<file path="src/rtl/asm_parse_pkg.sv">
// Shared definitions for the assembly-source line classifier:
// parser states and character classes.
`default_nettype none

package asm_parse_pkg;

  typedef enum logic [1:0] {
    ST_IDLE = 2'd0,
    ST_LEAD = 2'd1,
    ST_WORD = 2'd2,
    ST_REST = 2'd3
  } parse_state_t;

  localparam logic [7:0] CH_SPACE = 8'h20;
  localparam logic [7:0] CH_TAB   = 8'h09;
  localparam logic [7:0] CH_COLON = 8'h3A;
  localparam logic [7:0] CH_UNDER = 8'h5F;
  localparam logic [7:0] CH_LC_A  = 8'h61;
  localparam logic [7:0] CH_LC_Z  = 8'h7A;
  localparam logic [7:0] CH_UC_A  = 8'h41;
  localparam logic [7:0] CH_UC_Z  = 8'h5A;

  function automatic logic is_space(input logic [7:0] c);
    return (c == CH_SPACE) || (c == CH_TAB);
  endfunction

  function automatic logic is_word_start(input logic [7:0] c);
    return ((c >= CH_LC_A) && (c <= CH_LC_Z)) ||
           ((c >= CH_UC_A) && (c <= CH_UC_Z)) ||
           (c == CH_UNDER);
  endfunction

endpackage

`default_nettype wire

</file>
<file path="src/rtl/line_pc_ram.sv">
// Simple dual-port line table: one write port, one registered read port.
`default_nettype none

module line_pc_ram #(
  parameter int DEPTH = 256,
  parameter int AW    = 8,
  parameter int DW    = 12
) (
  input  logic          clk,
  input  logic          wr_en,
  input  logic [AW-1:0] wr_addr,
  input  logic [DW-1:0] wr_data,
  input  logic [AW-1:0] rd_addr,
  output logic [DW-1:0] rd_data
);

  logic [DW-1:0] mem [DEPTH];

  // Read returns the old contents when the same address is written this cycle.
  always_ff @(posedge clk) begin
    if (wr_en) begin
      mem[wr_addr] <= wr_data;
    end
    rd_data <= mem[rd_addr];
  end

endmodule

`default_nettype wire

</file>
<file path="src/rtl/line_pc_table.sv">
// Streams assembly source characters, classifies each line as instruction or
// not, and records the PC assigned to every line for 1-cycle lookups.
`default_nettype none

module line_pc_table
  import asm_parse_pkg::*;
#(
  parameter  int NUMBER_LINES = 256,
  parameter  int PC_STEP      = 4,
  parameter  int BASE_PC      = 0,
  localparam int LW           = $clog2(NUMBER_LINES),
  localparam int PW           = $clog2(NUMBER_LINES * PC_STEP) + 1
) (
  input  logic          clk_in,
  input  logic          rst_in,
  input  logic          new_line,
  input  logic          new_character,
  input  logic [7:0]    incoming_ascii,
  input  logic          eof_in,
  input  logic          lookup_valid_in,
  input  logic [LW-1:0] lookup_line_in,
  output logic          lookup_valid_out,
  output logic          lookup_hit_out,
  output logic          lookup_is_instr_out,
  output logic [PW-1:0] lookup_pc_out,
  output logic [PW-1:0] pc_out,
  output logic [LW:0]   line_count_out,
  output logic [LW:0]   instr_count_out,
  output logic          overflow_out
);

  localparam logic [LW:0]   FULL_COUNT = (LW + 1)'(NUMBER_LINES);
  localparam logic [LW:0]   COUNT_ONE  = (LW + 1)'(1);
  localparam logic [PW-1:0] STEP       = PW'(PC_STEP);
  localparam logic [PW-1:0] PC_RESET   = PW'(BASE_PC);

  parse_state_t state, next_state, line_state;
  logic         cand, next_cand, line_cand;
  logic         commit;
  logic         full;
  logic         wr_en;
  logic [PW:0]  wr_data;
  logic [PW:0]  rd_data;
  logic         hit_q;
  logic [PW-1:0] pc;
  logic [LW:0]   line_count;
  logic [LW:0]   instr_count;
  logic          overflow;

  always_ff @(posedge clk_in or negedge rst_in) begin
    if (!rst_in) begin
      state <= ST_IDLE;
      cand  <= 1'b0;
    end else begin
      state <= next_state;
      cand  <= next_cand;
    end
  end

  // A line boundary is resolved first; a coincident character then belongs
  // to the freshly opened line.
  always_comb begin
    commit     = (state != ST_IDLE) && (new_line || eof_in);
    line_state = state;
    line_cand  = cand;
    if (eof_in && (state != ST_IDLE)) begin
      line_state = ST_IDLE;
      line_cand  = 1'b0;
    end else if (new_line) begin
      line_state = ST_LEAD;
      line_cand  = 1'b0;
    end

    next_state = line_state;
    next_cand  = line_cand;
    if (new_character) begin
      unique case (line_state)
        ST_LEAD: begin
          if (is_word_start(incoming_ascii)) begin
            next_state = ST_WORD;
            next_cand  = 1'b1;
          end else if (!is_space(incoming_ascii)) begin
            next_state = ST_REST;
            next_cand  = 1'b0;
          end
        end
        ST_WORD: begin
          if (incoming_ascii == CH_COLON) begin
            next_state = ST_REST;
            next_cand  = 1'b0;
          end else if (is_space(incoming_ascii)) begin
            next_state = ST_REST;
          end
        end
        default: ;
      endcase
    end
  end

  always_comb begin
    full    = (line_count == FULL_COUNT);
    wr_en   = commit && !full;
    wr_data = {cand, pc};
  end

  always_ff @(posedge clk_in or negedge rst_in) begin
    if (!rst_in) begin
      pc          <= PC_RESET;
      line_count  <= '0;
      instr_count <= '0;
      overflow    <= 1'b0;
    end else if (commit) begin
      if (full) begin
        overflow <= 1'b1;
      end else begin
        line_count <= line_count + COUNT_ONE;
        if (cand) begin
          pc          <= pc + STEP;
          instr_count <= instr_count + COUNT_ONE;
        end
      end
    end
  end

  line_pc_ram #(
    .DEPTH (NUMBER_LINES),
    .AW    (LW),
    .DW    (PW + 1)
  ) u_ram (
    .clk     (clk_in),
    .wr_en   (wr_en),
    .wr_addr (line_count[LW-1:0]),
    .wr_data (wr_data),
    .rd_addr (lookup_line_in),
    .rd_data (rd_data)
  );

  // Hit is decided against the count before any same-cycle commit lands.
  always_ff @(posedge clk_in or negedge rst_in) begin
    if (!rst_in) begin
      lookup_valid_out <= 1'b0;
      hit_q            <= 1'b0;
    end else begin
      lookup_valid_out <= lookup_valid_in;
      hit_q            <= lookup_valid_in && ({1'b0, lookup_line_in} < line_count);
    end
  end

  assign lookup_hit_out      = hit_q;
  assign lookup_is_instr_out = hit_q & rd_data[PW];
  assign lookup_pc_out       = hit_q ? rd_data[PW-1:0] : '0;
  assign pc_out              = pc;
  assign line_count_out      = line_count;
  assign instr_count_out     = instr_count;
  assign overflow_out        = overflow;

endmodule

`default_nettype wire

</file>
<file path="config.mk">
export PLATFORM = sky130hd
export DESIGN_NAME = line_pc_table
export DESIGN_NICKNAME = d
export VERILOG_FILES = /design/src/rtl/asm_parse_pkg.sv /design/src/rtl/line_pc_ram.sv /design/src/rtl/line_pc_table.sv
export SDC_FILE = /design/constraint.sdc
export NUM_CORES = 2
export LEC_CHECK = 0
export BUFFER_PORTS_ARGS = -buffer_cell sky130_fd_sc_hd__buf_2
export CORE_MARGIN = 1
export CORE_UTILIZATION = 45
export DETAILED_ROUTE_END_ITERATION = 8
export SYNTH_ARGS = -nofsm -noshare
export SYNTH_HDL_FRONTEND = slang
export SYNTH_SLANG_ARGS = --single-unit
</file>
<file path="constraint.sdc">
create_clock -name clk_in -period 6.1 [get_ports clk_in]
set_clock_uncertainty 0.05 [all_clocks]
set_input_delay 0.305 -clock clk_in [delete_from_list [all_inputs] [get_ports clk_in]]
set_output_delay 0.305 -clock clk_in [all_outputs]
set_load 0.05 [all_outputs]
</file>
==> qor.yml <==
run_status:
  status: "finished, violations left"
  violations: "max-slew violations"
clock_network:
  cts_sinks: 2603
  root_buffer: "clkbuf_16"
  clkSlewWorstSetupHoldPaths_ns: 0.07
  numCtsBuffers: 275
  clkLatencyLatePin_ns: 0.91
  clockBufferDepth: 4
  htreeDepth: 5
  cts_tree: "done"
  post_cts_resized: 0
synthesis:
  syn_inst: 4597
  yosys-mux-area-fraction: 0.147
  yosys.area_share.simple: 0.0257
  avgSynthCellArea_um2: 21.8
  ys_warn_count: 0
  synth_compound_area_frac: 0.0289
  ys_seq_area_frac: 0.777
  synth_top_family_by_area: "multiplexers"
  async_flop_share: 0.0127
  synthTopCellsByCount: "edfxtp_1, mux4_2, nor2_1"
  synth_fa_ha_area_frac: 0.00187
  synth_xor_area_frac: 0.00210
  synth.distinct_cells: 62
  synth.most_common_cell: "edfxtp_1"
  synth.cell_area_mm2: 0.100
  synthFlopType: "edfxtp_1"
  synth_top_cell_area_share: 0.767
  yosysTopAreaCell: "edfxtp_1"
  synth-edff-count: 2560
  synth.area.top_cells: "edfxtp_1, mux4_2, nor2_1, mux2i_1, dfrtp_1"
  ys_ff_latch: 2603
finish:
  layout.nets: 4824
  drive_gt1_frac: 0.239
  multi_input_area_mm2: 0.0207
  fill_cells: 17300
  regArea_mm2: 0.0779
  fin_area_mm2: 0.112
  area_growth_pct: 12.0
global_route:
  grt_pass1_wl_um: 360000
  grt_pass1_vias: 48400
  grt_usage: 0.226
  grt_max_degree: 194
  antenna_found_initial: 8
  overflow: 0
sta:
  fmax_mhz: 245
  tightestPinTransition_ns: 1.57
  report.final.hold_viol_count: 0
  period_share: 0.670
  setup_viol: 0
  final_max_slew_viol_count: 53
  post-route-min-period_ns: 4.09
  slew_headroom: -0.0454
  fin_tns_setup_ns: 0
  rsz0062_at_grt: "no"
worst_setup_path:
  cp.arrival_ns: 4.52
  crit_slowest_cell: "nor2_1"
  critPathMaxStageDelay_ns: 1.02
  path_buf_inv: 1
  worst_setup_path_end_kind: "flip-flop"
  critical_path_class: "flip-flop to flip-flop"
  cp_top_family: "simple AND/OR/NAND/NOR gates"
  critPathLaunchType: "flip-flop"
  critical_path_required_ns: 6.53
  path_cells: "inv_1 -> ha_1 -> nor2b_1 -> a41oi_2 -> and3_1 -> nand2_2 -> nor2_1"
  path_max_fanout: 16
run:
  cap_violations: 0
route:
  drt-initial-drc-count: 5264
  ant_nets: 0
  drt_pre_antenna_iters: 5
  num_vias: 48000
  remaining_drc_errors: 0
  viasPerCell: 6.06
  drt_wl_total_um: 253000
  wl_per_cell_um: 31.9
floorplan:
  fp-row-count: 172
  io_pins: 66
  die_x_um: 474
  fp.coreArea_mm2: 0.221
  initial_core_util: 0.454
  die_area_mm2: 0.225
  die_h_um: 474
pwr:
  power_density_mw_per_mm2: 347
  p_leak_uw: 0.0346
  peakVddDrop_mv: 0.315
placement:
  gp_congestion: 0.855
  hpwl_um: 149000
  place_area_mm2: 0.104
  portBuffers: 61
min_path:
  holdCritPathClass: "primary input to flip-flop"
## tightest hold or removal path, stage by stage
cell and delay [ns]:
buf_2 0.22, ha_1 0.27, nor2_1 0.08, o21ai_0 0.07, o21ai_0 0.10
## cell type report
| class | count | share of cell area |
|---|---|---|
| repair buffers | 177 | 0.0137 |
| multi-input cells | 1720 | 0.184 |
| well taps | 2958 | 0.0330 |
| inverters | 10 | 0.000334 |
| diodes | 3 | 0.0000669 |
| clock buffers | 354 | 0.0662 |
| clock inverters | 97 | 0.00814 |
| flip-flops and latches | 2603 | 0.694 |
## metal layers
metal,up-vias,routed length (um),track usage
li1,19700,-,-
met1,25800,103000,0.312
met2,2047,124000,0.363
met3,437,17400,0.0371
met4,4,9300,0.0810
met5,-,21,0
## per-stage QoR
stage	power (uW)	hold slack, ns	setup slack [ns]	cells	utilization
after global routing	40000	0.0925	1.86	7920	0.509
after global placement	23400	0.395	1.73	7453	0.470
final	39000	0.143	2.01	7922	0.509
after floorplan	22300	-0.0406	1.16	4600	-
after detailed placement	23500	0.400	1.70	7453	0.470
after CTS	39200	0.0644	1.97	7919	0.509
## timing repair
item	in CTS	in global routing
setup endpoints to repair	0	0
hold buffers	15	0
buffers inserted	0	0
endpoints found under the hold margin	39	0
## final timing paths
| path | slack, ns | endpoint | start | depth (start not counted) |
|---|---|---|---|---|
| worst max-delay path | 2.01 | u_ram.mem[81][4]$_DFFE_PP_ | line_count_out[0]$_DFFE_PN0P_ | 7 |
| worst min register to register | 0.42 | instr_count_out[8]$_DFFE_PN0P_ | instr_count_out[8]$_DFFE_PN0P_ | 1 |
| max in group asynchronous | 5.32 | pc_out[3]$_DFFE_PN0P_ | rst_in | 4 |
| worst min-delay path | 0.14 | lookup_hit_out$_DFF_PN0_ | lookup_line_in[7] | 5 |
| min in group asynchronous | 0.43 | line_count_out[1]$_DFFE_PN0P_ | rst_in | 4 |
| worst max register to register | 2.01 | u_ram.mem[81][4]$_DFFE_PP_ | line_count_out[0]$_DFFE_PN0P_ | 7 |
## power by group
group / switching, uW / internal, uW
Combinational: 2020 / 625
Clock: 6610 / 9270
Sequential: 255 / 20200
## placed cells by master, fill, tap and decap left out, types with 8 or more instances in the layout
master / synthesis / final
edfxtp_1: 2560 / 2560
mux4_2: 602 / 602
clkbuf_16: 0 / 285
nor2_1: 286 / 284
o22ai_1: 116 / 116
mux2i_1: 100 / 100
a22oi_1: 95 / 95
buf_4: 31 / 79
nand2_1: 84 / 70
a21oi_1: 66 / 66
clkbuf_1: 98 / 65
buf_2: 84 / 58
clkinv_1: 1 / 42
o221ai_1: 39 / 39
nand3_1: 37 / 35
nor3_1: 32 / 32
a22o_1: 24 / 24
buf_12: 10 / 24
dfrtp_1: 33 / 23
clkinv_2: 0 / 22
a31oi_1: 21 / 21
xnor2_1: 20 / 20
a221oi_1: 17 / 17
or2_2: 17 / 17
bufinv_16: 0 / 17
ha_1: 15 / 15
nand2_2: 0 / 14
dlygate4sd3_1: 0 / 14
nand4_1: 13 / 13
and2_1: 14 / 12
o211ai_1: 11 / 11
o21ai_0: 10 / 10
nor4_1: 10 / 10
nor4_2: 11 / 10
dfrtp_4: 0 / 10
dfxtp_1: 10 / 10
inv_1: 9 / 9
nand2b_1: 9 / 9
nor2b_1: 12 / 8
clkinvlp_4: 0 / 8
## flip-flops by register name, summed over array words and instances (netlist names)
signal	cells
u_ram.mem	2560
u_ram.rd_data	10
instr_count_out	9
line_count_out	9
pc_out	9
state	2
cand	1
lookup_hit_out	1
lookup_valid_out	1
overflow_out	1
## cell families after synthesis
group	count (synthesis)
buf+inv	277
other cells	1
flops	2603
fa+ha+maj	15
simple gates	554
mux	709
compound gates	414
xor+xnor	24
Power figures use the tool's default switching activity.
